===== src/rtl/seg_scan_ctrl.sv =====
// seg_scan_ctrl: time-multiplexed scan controller for a common-anode
// seven-segment display. One digit is presented per slot; each slot opens
// with an all-anodes-off blanking interval. Display data is double-buffered
// and only swapped at the frame boundary so a frame never tears.
module seg_scan_ctrl #(
    parameter int DIGITS = 4,
    parameter int DIV    = 50000,
    parameter int BLANK  = 500,
    parameter int LZS    = 1
) (
    input  logic                  clk,
    input  logic                  rst,
    input  logic [4*DIGITS-1:0]   digits_in,
    input  logic [DIGITS-1:0]     dp_in,
    input  logic [DIGITS-1:0]     en_in,
    input  logic                  load,
    output logic [3:0]            nibble,
    output logic                  dp_n,
    output logic [DIGITS-1:0]     an_n,
    output logic                  frame_tick,
    output logic                  busy
);

    localparam int CW = $clog2(DIV);
    localparam int IW = $clog2(DIGITS);

    typedef enum logic {
        PH_BLANK = 1'b0,
        PH_SHOW  = 1'b1
    } phase_t;

    logic [CW-1:0]             cnt_q, cnt_d;
    logic [IW-1:0]             idx_q, idx_d;
    phase_t                    phase_q, phase_d;
    logic                      boundary;

    logic [DIGITS-1:0][3:0]    pendDig_q, activeDig_q;
    logic [DIGITS-1:0]         pendDp_q, activeDp_q;
    logic [DIGITS-1:0]         pendEn_q, activeEn_q;
    logic                      busy_q;

    logic [DIGITS-1:0]         suppressed;
    logic [DIGITS-1:0]         visible;
    logic                      higherZero;

    logic                      litNow;
    logic [DIGITS-1:0]         anN_d, anN_q;
    logic [3:0]                nibble_q;
    logic                      dpN_d, dpN_q;
    logic                      frameTick_q;

    // Next slot position: cycle counter wraps at DIV-1 and steps the digit index.
    always_comb begin
        boundary = (cnt_q == CW'(DIV - 1)) && (idx_q == IW'(DIGITS - 1));
        cnt_d    = cnt_q + CW'(1);
        idx_d    = idx_q;
        if (cnt_q == CW'(DIV - 1)) begin
            cnt_d = '0;
            idx_d = (idx_q == IW'(DIGITS - 1)) ? '0 : idx_q + IW'(1);
        end
        phase_d  = (cnt_d < CW'(BLANK)) ? PH_BLANK : PH_SHOW;
    end

    // Scan FSM: slot counter, digit index and blank/show phase.
    always_ff @(posedge clk) begin
        if (rst) begin
            cnt_q   <= '0;
            idx_q   <= '0;
            phase_q <= PH_BLANK;
        end else begin
            cnt_q   <= cnt_d;
            idx_q   <= idx_d;
            phase_q <= phase_d;
        end
    end

    // Double buffer: loads land in pending, pending moves to active at the frame boundary.
    always_ff @(posedge clk) begin
        if (rst) begin
            pendDig_q   <= '0;
            pendDp_q    <= '0;
            pendEn_q    <= '0;
            activeDig_q <= '0;
            activeDp_q  <= '0;
            activeEn_q  <= '0;
            busy_q      <= 1'b0;
        end else if (boundary) begin
            if (load) begin
                activeDig_q <= digits_in;
                activeDp_q  <= dp_in;
                activeEn_q  <= en_in;
            end else if (busy_q) begin
                activeDig_q <= pendDig_q;
                activeDp_q  <= pendDp_q;
                activeEn_q  <= pendEn_q;
            end
            busy_q <= 1'b0;
        end else if (load) begin
            pendDig_q <= digits_in;
            pendDp_q  <= dp_in;
            pendEn_q  <= en_in;
            busy_q    <= 1'b1;
        end
    end

    // Leading-zero suppression scanned from the most significant digit downward.
    always_comb begin
        higherZero = 1'b1;
        suppressed = '0;
        for (int k = DIGITS - 1; k >= 0; k--) begin
            if ((LZS != 0) && (k != 0) && (activeDig_q[k] == 4'h0) &&
                !activeDp_q[k] && higherZero) begin
                suppressed[k] = 1'b1;
            end
            if (activeEn_q[k] && (activeDig_q[k] != 4'h0)) begin
                higherZero = 1'b0;
            end
        end
        visible = activeEn_q & ~suppressed;
    end

    // Anode and decimal-point values for the current slot, before registering.
    always_comb begin
        litNow = (phase_q == PH_SHOW) && visible[idx_q];
        anN_d  = '1;
        dpN_d  = 1'b1;
        if (litNow) begin
            anN_d[idx_q] = 1'b0;
            dpN_d        = ~activeDp_q[idx_q];
        end
    end

    // Output registers so every pin changes only on a clock edge.
    always_ff @(posedge clk) begin
        if (rst) begin
            anN_q       <= '1;
            nibble_q    <= 4'h0;
            dpN_q       <= 1'b1;
            frameTick_q <= 1'b0;
        end else begin
            anN_q       <= anN_d;
            nibble_q    <= activeDig_q[idx_q];
            dpN_q       <= dpN_d;
            frameTick_q <= boundary;
        end
    end

    assign an_n       = anN_q;
    assign nibble     = nibble_q;
    assign dp_n       = dpN_q;
    assign frame_tick = frameTick_q;
    assign busy       = busy_q;

endmodule


===== config.mk =====
export PLATFORM = sky130hd
export DESIGN_NAME = seg_scan_ctrl
export DESIGN_NICKNAME = d
export VERILOG_FILES = /design/src/rtl/seg_scan_ctrl.sv
export SDC_FILE = /design/constraint.sdc
export NUM_CORES = 1
export LEC_CHECK = 0
export CAP_MARGIN = 10
export CORE_UTILIZATION = 55
export CTS_CLUSTER_DIAMETER = 200
export DETAILED_ROUTE_END_ITERATION = 10
export PLACE_DENSITY = 0.76
export SETUP_SLACK_MARGIN = 0.1
export SYNTH_ARGS = -nofsm -noshare
export SYNTH_HDL_FRONTEND = slang
export SYNTH_SLANG_ARGS = --single-unit
export TNS_END_PERCENT = 20

===== constraint.sdc =====
create_clock -name clk -period 2.3 [get_ports clk]
set_input_delay 0.23 -clock clk [delete_from_list [all_inputs] [get_ports clk]]
set_output_delay 0.23 -clock clk [all_outputs]
set_load 0.005 [all_outputs]

Word-level counts from Yosys, hierarchy flattened
Index checks and enable logic that the tools add are counted.
- bits in writable memories: 0
- word-level logic and storage cells: 78
- ROM bits: 0
- bits in registers: 78
- bits in latches: 0
- input port bits: 27
- memories: 0
- output and inout bits: 11
- reduce and logical (&&, ||, !) cells: 23
- add/subtract/negate cells: 2
- bitwise gates (word level): 6
- equal/unequal tests: 2
- mux-type cells: 22
- divide/modulo/power cells: 0
- $mul: 0
- magnitude comparators: 3
- shift-type cells: 0
- operators by type and width (kind ; number):
    $mux 16 ; 3
    $mux 4 ; 5
    $add 16x1->16 const B ; 1
    $eq 16x16->1 const B ; 1
    $lt 16x9->1 const B ; 1
    $logic_not 4->1 ; 3
    $logic_and 1x1->1 ; 10
    $mux 1 ; 9
    $bmux 4 s2 ; 1
    $not 4->4 ; 2
    $reduce_bool 4->1 ; 2
    $and 4x4->4 ; 1
    $bmux 1 s2 ; 2
    $reduce_and 2->1 ; 2
    $reduce_or 2->1 ; 2
    $logic_not 1->1 ; 3
    $lt 2x3->1 const B ; 1
    $not 1->1 ; 3
    $add 2x1->2 const B ; 1
    $demux 1 s2 ; 1
    $eq 2x2->1 const B ; 1
    $ge 2x1->1 const B ; 1
    $mux 2 ; 1
    $reduce_bool 2->1 ; 1

Longest topological paths before layout
Gate-level depths: netlist of the first run.
- depth after elaboration: 13
- mapped depth: 9
- depth with buffers taken out: 6

Worst setup path after synthesis of the first run
OpenSTA, ideal clock, no wires.
- path type: register to register
- from: reg cnt_q[0]
- to: reg activeDig_q[7] (netlist name)
- arrival time: 1874 ps
- stages on the path, launching flop included: 10
- path slack: 286 ps
- setup time: 140 ps
- required time: 2160 ps
- clock period less this slack: 2014 ps
- buffers on the path: 3
- cell sequence: dfxtp_1 -> ha_1 -> buf_2 -> and3_1 -> nand4_4 -> or3_1 -> buf_6 -> buf_12 -> nand2_2 -> a21oi_2
- longest elaborated chain between the ends: 3
- ends and longest elaborated chain (element ; RTL line ; source):
    start, declared ; 32 ; logic [CW-1:0] cnt_q, cnt_d;
    start signal, assigned ; 71 ; cnt_q <= cnt_d;
    $eq 16x16->1 ; 54 ; boundary = (cnt_q == CW'(DIV - 1)) && (idx_q == IW'(DIGITS - 1));
    $logic_and 1x1->1 ; 54 ;
    $reduce_and 2->1 (no source line) ; -- ;
    end signal, assigned ; 89 ; activeDig_q <= digits_in;
    end signal, assigned ; 93 ; activeDig_q <= pendDig_q;
    end, declared ; 37 ; logic [DIGITS-1:0][3:0] pendDig_q, activeDig_q;
Every way passes these cells.
A chain may end at the register's enable or synchronous reset.

Final worst setup path of the first run
- from: reg cnt_q[1]
- to: reg phase_q
- longest elaborated chain between the ends: 4
- elaborated cells between the ends (all ways): 5
- classes of those cells: add/sub: 1; order compare: 1; eq/ne: 1; mux: 2
- ends and longest elaborated chain (element ; RTL line ; source):
    $add 16x1->16 or $eq 16x16->1 (tied branches) ; 55, 57 ;
    $mux 16 * ; 57 ; if (cnt_q == CW'(DIV - 1)) begin
    $lt 16x9->1 * ; 61 ; phase_d = (cnt_d < CW'(BLANK)) ? PH_BLANK : PH_SHOW;
    $mux 1 * ; 61 ;
    end signal, assigned ; 73 ; phase_q <= phase_d;
    end, declared ; 34 ; phase_t phase_q, phase_d;
Mark *: on every way between the ends. The rest lies on a longest branch, timed or not.

==> results by group, run 1 <==
Clock network
  – Worst skew pair latency: about 0.35 ns
  – CTS buffer count: 9
  – Clock Path Buffers: 2
  – Root buffer cell: clkbuf_8
  – Reg clk slew, reported paths: approximately 0.080 ns
  – CTS tree: yes
  – H-tree levels: 3
  – Clk sinks: 78

Logic synthesis
  – EDFF count, synth: 0
  – Share of the synthesized area in the top cell type: roughly 43%
  – Syn Nets: a little over 400
  – Count leader, synth: dfxtp_1
  – Synth area leaders: dfxtp_1 43%, mux2i_1 7.9%, mux2_2 7.4%, nand2_1 5.1%, nor2_1 4.8%
  – Synth Area per Inst: 9.59 sq um
  – Post-Syn Area: ~3700 sq um
  – Asr flop ratio synth: 0%
  – Ys Warns: 0
  – Most instantiated cells after synthesis: 78 x dfxtp_1, 50 x nand2_1, 47 x nor2_1
  – Cells after Synth: approximately 380
  – Netlist cell types: 52
  – Leading area contributor after synthesis: dfxtp_1
  – Synthesis-stage register bit count: just under 80
  – Primary FF master, synth: dfxtp_1
  – Sequential cell area fraction in the yosys report: 42.6%

STA
  – RSZ-0062 raised after global routing: false
  – Peak Freq: ~500 MHz
  – Max_slew headroom: 68.2%
  – Slew Viols, Final: 0
  – Fin crit share: 89.0%
  – Min Tclk post-route: a little over 2 ns
  – Hold Vio Cnt, Final: 0
  – Skew final: 0.0136 ns
  – Worst slew pin tran: 0.471 ns
  – Final setup violating endpoints: 0
  – Setup TNS: 0 ns

Pwr
  – Final total power: ~2.6 mW
  – Power per cell area: 615 nW/um^2
  – VDD IR max: ~0.38 mV
  – Static Leakage: ~1.6 nW

Drt
  – Initial drt markers: roughly 140
  – Avg WL per Cell: between 10 and 15 um
  – Final ANT Viol Nets: 0
  – Via count: 2738
  – TritonRoute pass-1 iters: 5
  – Drc violations: 0
  – WL final: slightly above 7000 um
  – Vias/cell: 5.51

Final layout
  – Number of nets in the layout: between 400 and 500
  – Post-Layout Cell Count: roughly 500
  – Sequential Area: around 1600 sq um
  – Number of diodes: 0
  – Area growth from synthesis to final layout: 16.2%
  – Layout cells sized above 1: between 20% and 30%
  – # fillers: about 520
  – Multi-input logic area: just under 2000 sq um

Die
  – Core area: around 6400 sq um
  – Rows: 29
  – Die ar.: about 7000 sq um
  – Initial core utilization: between 50% and 60%
  – I/O pin cnt: 38
  – Vert. Die Dim: between 80 and 90 um
  – Die Width: approximately 84 um

Worst hold path
  – Hold_sp: rst
  – Worst min-delay path category: in2reg

GRT
  – Initial antenna violation count: 0
  – Pin count of the biggest net entering global routing: 43
  – First-pass GRT wire length: around 12000 um
  – Vias in the first global route: around 2600
  – GRT Total Usage: between 20 and 25%
  – Total grt overflow: 0

Worst setup path
  – CP Class: reg2reg
  – Worst setup SP type: flip-flop
  – Worst r2r src: cnt_q[1]$_SDFF_PP0_
  – Worst setup path start: cnt_q[1]$_SDFF_PP0_
  – Endpoint class of the critical path: flip-flop
  – Max FO, Critical Path: 8
  – Crit path DAT: 2.32 ns
  – CP required: around 2.6 ns

Flow run
  – Maxcap violations: 0

Run status
  – Outcome: finished, final reports clean

Placed design
  – Hpwl dp: 4880 um
  – GP Congestion: 0.864
  – Dpl cells: 481
  – Number of port buffers: 37
-- report_power, final --
group	internal, mW	switching, mW
combinational	0.113	0.0885
sequential	1.38	0.0194
clock	0.503	0.515
-- worst max-delay path: stages (launching register included) --
cell      delay (ns)
dfxtp_1         0.42
ha_1            0.19
buf_4           0.16
nand2_1         0.15
nor3b_1         0.26
o21ai_0         0.13
a2111o_1        0.44
a41oi_1         0.23
-- per-stage QoR --
step / worst slack (ns) / util [%] / instance area [sq um] / hold WS [ns]
6_report: 0.252 / 66.6 / 4260 / 0.341
5_1_grt: 0.164 / 66.6 / 4260 / 0.348
4_1_cts: 0.240 / 66.6 / 4250 / 0.332
3_5_place_dp: 0.270 / 63.5 / 4060 / 0.445
3_3_place_gp: 0.386 / 63.5 / 4060 / 0.442
2_1_floorplan: 0.286 / - / 3660 / 0.374
-- path summary, 6_finish.rpt --
check	to	cells after the start	slack [ns]
setup / recovery	phase_q$_SDFF_PP0_	7	0.25
hold / removal	activeEn_q[2]$_SDFFE_PP0P_	3	0.34
hold reg to reg	activeEn_q[0]$_SDFFE_PP0P_	2	0.45
setup reg to reg	phase_q$_SDFF_PP0_	7	0.25
-- state kept, by name, indices dropped and copies added (netlist names) --
register,flops
frame_tick,1
cnt_q,16
dp_n,1
nibble,4
an_n,4
activeDp_q,4
busy,1
pendDp_q,4
idx_q,2
activeEn_q,4
pendEn_q,4
activeDig_q,16
pendDig_q,16
phase_q,1
-- kinds of logic (layout without fill, tap and decap cells) --
family          Yosys count  count (layout)  share of synthesized area (%)
buf+inv                  30              68                           4.85
simple gates            154             154                           21.1
flops                    78              78                           42.6
compound gates           43              43                           8.40
fa+ha+maj                 5               5                           1.71
mux                      57              57                           17.8
xor+xnor                 15              15                           3.59
-- routing by layer --
metal  up-vias  GRT usage [%]  wire length (um)
met5         -              0                 0
met4         0           9.86               136
met3        13           4.65               327
met2        70           33.3              3100
met1      1280           28.7              3480
li1       1375              -                 -
-- timing repair --
item                                    in CTS  in global routing
setup buffers                                0                  0
hold buffers                                 0                  0
resized for setup                            0                  1
endpoints found under the setup margin       0                  1
-- layout make-up --
class / instances / area share (%)
flip-flops and latches: 78 / 36.7
clock inverters: 7 / 1.71
well taps: 77 / 2.26
clock buffers: 9 / 2.91
repair buffers: 48 / 10.8
inverters: 4 / 0.353
multi-input cells: 274 / 45.2
-- cells in the final DEF (no fill, tap or decap), types with 3 or more instances in the layout --
cell             count
xnor2_1              9
ha_1                 5
a21oi_2             10
nand3_1              8
mux4_2               4
mux2i_1             29
clkdlybuf4s50_1     36
a31oi_1              3
nor2b_1              7
and3_1               3
nor2_1              47
buf_4               10
mux2_2              24
o21ai_0              3
inv_1                4
nand2_2              9
a21oi_1             15
dfxtp_1             77
nor3_1               7
clkbuf_8             9
nand2_1             50
xor2_1               6
Power figures use the tool's default switching activity.
==> run 2: changes to the inputs <==
--- a/config.mk
+++ b/config.mk
@@ -6,10 +6,10 @@
 export NUM_CORES = 1
 export LEC_CHECK = 0
 export CAP_MARGIN = 10
-export CORE_UTILIZATION = 55
+export CORE_UTILIZATION = 35
 export CTS_CLUSTER_DIAMETER = 200
 export DETAILED_ROUTE_END_ITERATION = 10
-export PLACE_DENSITY = 0.76
+export PLACE_DENSITY = 0.52
 export SETUP_SLACK_MARGIN = 0.1
 export SYNTH_ARGS = -nofsm -noshare
 export SYNTH_HDL_FRONTEND = slang
==> results by group, run 2 (synthesized netlist as in run 1, its figures left out) <==
Run status
  – Outcome: finished, final reports clean

Worst setup path
  – Worst r2r src: cnt_q[0]$_SDFF_PP0_
  – Endpoint class of the critical path: flip-flop
  – Worst setup path start: cnt_q[0]$_SDFF_PP0_
  – CP Class: reg2reg
  – Max FO, Critical Path: 8 (unchanged)
  – Crit path DAT: 2.25 ns (-0.07 ns)
  – Worst setup SP type: flip-flop
  – CP required: 2.55 ns (-0.02 ns)

Final layout
  – Sequential Area: 1560 sq um (about the same)
  – Layout cells sized above 1: 19.2% (-0.82 points)
  – Area growth from synthesis to final layout: 18.3%
  – Finished layout cell area: 4330 sq um (+1.9%)
  – Most frequent cells in the layout: 78 x dfxtp_1, 50 x nand2_1, 47 x nor2_1
  – Post-Layout Cell Count: 550 (+11%)
  – Multi-input logic area: 1920 sq um (unchanged)
  – Largest regs: activeDig_q (16), cnt_q (16), pendDig_q (16)
  – Commonest non-fill, non-tap cell in the layout: dfxtp_1
  – # fillers: 987 (+91%)
  – Number of nets in the layout: 446 (-0.22%)
  – Number of diodes: 0 (unchanged)

STA
  – Skew final: 0.00843 ns (-0.00521 ns)
  – Peak Freq: 499 MHz (+2.1%)
  – Final setup violating endpoints: 0 (unchanged)
  – Fin crit share: 87.2% (-1.9 points)
  – Worst slew pin tran: 0.564 ns (+0.0932 ns)
  – Setup TNS: 0 ns (unchanged)
  – Hold Vio Cnt, Final: 0 (unchanged)
  – RSZ-0062 raised after global routing: false
  – Min Tclk post-route: 2.00 ns (-0.0431 ns)
  – Max_slew headroom: 62.4% (-5.8 points)
  – Slew Viols, Final: 0 (unchanged)

Drt
  – Avg WL per Cell: 13.7 um (-3.4%)
  – Drc violations: 0 (unchanged)
  – WL final: 7530 um (+6.9%)
  – Initial drt markers: 54 (-60%)
  – Via count: 2676 (-2.3%)
  – Vias/cell: 4.87 (-12%)
  – Final ANT Viol Nets: 0 (unchanged)
  – TritonRoute pass-1 iters: 4 (-1)

Placed design
  – Hpwl dp: 5270 um (+8.0%)
  – Dpl cells: 536 (+11%)
  – Number of port buffers: 37 (unchanged)
  – GP Congestion: 0.806 (-6.7%)
  – Area after DPL: 4120 sq um (+1.5%)

Pwr
  – Power per cell area: 625 nW/um^2 (+1.6%)
  – Sequential fraction of design power: 51.6% (-1.8 points)
  – NetSw: 0.591 mW (-5.1%)
  – Pint: 2.12 mW (+6.2%)
  – Comb power frac: 7.4% (-0.3 points)
  – Clock group share of total power: 41.0% (+2.1 points)
  – Net Sw Frac: 21.8% (-2.0 points)
  – Static Leakage: 1.58 nW (+0.15%)
  – Final total power: 2.71 mW (+3.5%)
  – VDD IR max: 0.316 mV (-16%)

GRT
  – Pin count of the biggest net entering global routing: 52 (+21%)
  – Total grt overflow: 0 (unchanged)
  – Met1 usage: 18.9% (-9.8 points)
  – Met2 Use GR: 24.0% (-9.2 points)
  – Initial antenna violation count: 0 (unchanged)
  – GRT Total Usage: 14.7% (-6.7 points)
  – Met3 Use GR: 4.39% (-0.26 points)
  – Gr busiest metal: met2
  – First-pass GRT wire length: 12900 um (+7.7%)
  – Vias in the first global route: 2632 (+0.57%)

Die
  – Die Width: 104 um (+25%)
  – I/O pin cnt: 38 (unchanged)
  – Core area: 9950 sq um (+56%)
  – Die ar.: 10900 sq um (+56%)
  – Rows: 36 (+24%)
  – Initial core utilization: 36.8% (-21 points)
  – Vert. Die Dim: 104 um (+25%)

Clock network
  – Root buffer cell: clkbuf_8
  – Clock Path Buffers: 2 (unchanged)
  – Clk sinks: 78 (unchanged)
  – CTS buffer count: 9 (unchanged)
  – Reg clk slew, reported paths: 0.08 ns (about the same)
  – H-tree levels: 3 (unchanged)
  – CTS tree: yes
  – Hold buffers post-CTS: 0 (unchanged)
  – Cts repair resizes: 0 (unchanged)
  – Worst skew pair latency: 0.34 ns (about the same)
  – Setup Buffers After CTS: 0 (unchanged)

Flow run
  – Maxcap violations: 0 (unchanged)

Worst hold path
  – Worst min-delay path category: in2reg
  – Hold_sp: rst
run 2: per-layer routing:
metal	vias up	share of wire [%]
met5	-	0
met4	0	0.90
met2	38	47
li1	1371	-
met3	6	3.2
met1	1261	49
run 2: layout make-up:
class                           instances  area share, %
Multi-Input combinational cell        274           44.4
Sequential cell                        78           36.0
Timing Repair Buffer                   47           10.5
Tap cell                              133           3.84
Clock buffer                           10           3.18
Clock inverter                          4           1.67
Inverter                                4          0.346
run 2: power groups by stage:
stage / Clock [mW] / Sequential (mW) / Combinational (mW)
after floorplan: 0 / 1.42 / 0.128
after global placement: 0 / 1.43 / 0.201
final: 1.11 / 1.40 / 0.199
after detailed placement: 0 / 1.43 / 0.202
after CTS: 1.15 / 1.40 / 0.204
after global routing: 1.20 / 1.40 / 0.220
run 2: path summary, 6_finish.rpt:
check,to,slack (ns),cells after the start
setup / recovery,phase_q$_SDFF_PP0_,0.30,7
hold reg to reg,activeDig_q[1]$_SDFFE_PP0P_,0.46,2
hold / removal,activeDig_q[11]$_SDFFE_PP0P_,0.28,2
setup reg to reg,phase_q$_SDFF_PP0_,0.30,7
run 2: critical path, stage by stage (launching register included):
cell and delay [ns]:
dfxtp_1 0.43, ha_1 0.19, buf_4 0.16, nand2_1 0.13, nor3b_1 0.21, o21ai_0 0.11
a2111o_1 0.44, a41oi_1 0.25
run 2: stage by stage:
| stage | util, % | hold WS, ns | setup slack, ns |
|---|---|---|---|
| after floorplan | - | 0.374 | 0.286 |
| after global placement | 41.4 | 0.447 | 0.327 |
| after detailed placement | 41.4 | 0.449 | 0.267 |
| after CTS | 43.5 | 0.262 | 0.249 |
| after global routing | 43.5 | 0.271 | 0.115 |
| final | 43.5 | 0.282 | 0.295 |
==> run 3: changes to the inputs <==
--- a/config.mk
+++ b/config.mk
@@ -6,10 +6,10 @@
 export NUM_CORES = 1
 export LEC_CHECK = 0
 export CAP_MARGIN = 10
-export CORE_UTILIZATION = 35
+export CORE_UTILIZATION = 30
 export CTS_CLUSTER_DIAMETER = 200
 export DETAILED_ROUTE_END_ITERATION = 10
-export PLACE_DENSITY = 0.52
+export PLACE_DENSITY = 0.46
 export SETUP_SLACK_MARGIN = 0.1
 export SYNTH_ARGS = -nofsm -noshare
 export SYNTH_HDL_FRONTEND = slang
==> results by group, run 3 (synthesized netlist as in run 1, its figures left out) <==
Clock network
  – Clock Path Buffers: 2 (unchanged)
  – CTS buffer count: 9 (unchanged)
  – Hold buffers post-CTS: 0 (unchanged)
  – Cts repair resizes: 0 (unchanged)
  – CTS tree: yes
  – Root buffer cell: clkbuf_16
  – Clk sinks: 78 (unchanged)
  – H-tree levels: 3 (unchanged)
  – Worst skew pair latency: 0.33 ns (about the same)
  – Setup Buffers After CTS: 0 (unchanged)
  – Reg clk slew, reported paths: 0.06 ns (-0.02 ns)

Placed design
  – Pre-CTS setup slack: 0.228 ns (-0.0387 ns)
  – GP Congestion: 0.778 (-3.5%)
  – Hpwl dp: 5560 um (+5.5%)
  – Dpl cells: 549 (+2.4%)
  – Number of port buffers: 37 (unchanged)
  – Area after DPL: 4140 sq um (+0.55%)

Drt
  – Avg WL per Cell: 13.7 um (+0.12%)
  – Drc violations: 0 (unchanged)
  – Via count: 2699 (+0.86%)
  – Initial drt markers: 116 (+110%)
  – WL final: 7750 um (+2.9%)
  – Final ANT Viol Nets: 0 (unchanged)
  – TritonRoute pass-1 iters: 4 (unchanged)
  – Vias/cell: 4.78 (-1.8%)

Worst setup path
  – Max incr delay on CP: 0.43 ns (about the same)
  – Max FO, Critical Path: 8 (unchanged)
  – Delay-heaviest family, CP: compound AO/OA/AOI/OAI gates
  – CP required: 2.54 ns (about the same)
  – Worst Path Buf+Inv: 1 (unchanged)
  – Worst setup SP type: flip-flop
  – CP max-delay cell: dfxtp_1
  – Endpoint class of the critical path: flip-flop
  – Crit path DAT: 2.22 ns (-0.03 ns)
  – Crit path cell chain: ha_1 > buf_4 > nand2_1 > nor3b_1 > o21ai_0 > a2111o_1 > a41oi_1
  – CP Class: reg2reg

Final layout
  – Most frequent cells in the layout: 78 x dfxtp_1, 50 x nand2_1, 47 x nor2_1
  – Post-route core utilization: 38.0% (-5.5 points)
  – Commonest non-fill, non-tap cell in the layout: dfxtp_1
  – Finished layout cell area: 4440 sq um (+2.3%)
  – Multi-input logic area: 1930 sq um (+0.26%)
  – Largest regs: activeDig_q (16), cnt_q (16), pendDig_q (16)
  – Layout cells sized above 1: 20.1% (+0.96 points)
  – Post-Layout Cell Count: 565 (+2.7%)
  – Number of diodes: 0 (unchanged)
  – # fillers: 1205 (+22%)
  – Number of nets in the layout: 449 (+0.67%)
  – Area growth from synthesis to final layout: 21.1%
  – Sequential Area: 1560 sq um (unchanged)

GRT
  – Vias in the first global route: 2680 (+1.8%)
  – First-pass GRT wire length: 13400 um (+3.5%)
  – GRT Total Usage: 13.6% (-1.1 points)
  – Pin count of the biggest net entering global routing: 44 (-15%)
  – Initial antenna violation count: 0 (unchanged)
  – Total grt overflow: 0 (unchanged)

STA
  – RSZ-0062 raised after global routing: true
  – Hold_ws: 0.350 ns (+0.0684 ns)
  – Slew Viols, Final: 0 (unchanged)
  – Worst slew pin tran: 0.516 ns (-0.0482 ns)
  – Setup TNS: 0 ns (unchanged)
  – Peak Freq: 505 MHz (+1.2%)
  – Fin crit share: 86.1% (-1.1 points)
  – Max_slew headroom: 65.6% (+3.2 points)
  – Skew final: 0.00574 ns (-0.00269 ns)
  – Final setup violating endpoints: 0 (unchanged)
  – Hold Vio Cnt, Final: 0 (unchanged)
  – Min Tclk post-route: 1.98 ns (-0.0243 ns)
  – Fin worst setup slack: 0.319 ns (+0.0243 ns)

Pwr
  – Static Leakage: 1.63 nW (+3.1%)
  – Final total power: 2.95 mW (+8.9%)
  – Power per cell area: 665 nW/um^2 (+6.4%)
  – VDD IR max: 0.418 mV (+32%)

Die
  – Rows: 39 (+8.3%)
  – Vert. Die Dim: 113 um (+7.9%)
  – Initial core utilization: 31.4% (-5.4 points)
  – Die ar.: 12700 sq um (+16%)
  – I/O pin cnt: 38 (unchanged)
  – Die Width: 113 um (+7.9%)
  – Core area: 11700 sq um (+17%)

Worst hold path
  – Worst min-delay path category: in2reg

Run status
  – Outcome: finished, final reports clean

Flow run
  – Maxcap violations: 0 (unchanged)
[run 3: path summary, 6_finish.rpt]
| kind | endpoint | depth (start not counted) | start | slack, ns |
|---|---|---|---|---|
| worst max register to register | phase_q$_SDFF_PP0_ | 7 | cnt_q[0]$_SDFF_PP0_ | 0.32 |
| worst max-delay path | phase_q$_SDFF_PP0_ | 7 | cnt_q[0]$_SDFF_PP0_ | 0.32 |
| worst min register to register | activeDig_q[0]$_SDFFE_PP0P_ | 2 | activeDig_q[0]$_SDFFE_PP0P_ | 0.46 |
| worst min-delay path | idx_q[1]$_SDFFE_PP0N_ | 2 | rst | 0.35 |
[run 3: layout make-up]
cell class                      count  area share (%)
Inverter                            4           0.339
Multi-Input combinational cell    274            43.5
Clock buffer                       13            6.09
Clock inverter                      3           0.395
Sequential cell                    78            35.2
Tap cell                          143            4.03
Timing Repair Buffer               50            10.4
[run 3: routing by layer]
metal  global-route usage, %  routed length (um)  vias up
met4                    4.80                  92        0
met1                    17.9                3860     1281
met5                       0                   0        -
met2                    21.4                3550       36
li1                        -                   -     1376
met3                    3.83                 244        6
[run 3: power breakdown]
group	internal, mW	switching [mW]
Combinational	0.110	0.0886
Clock	0.816	0.536
Sequential	1.38	0.0188
Total	2.31	0.643
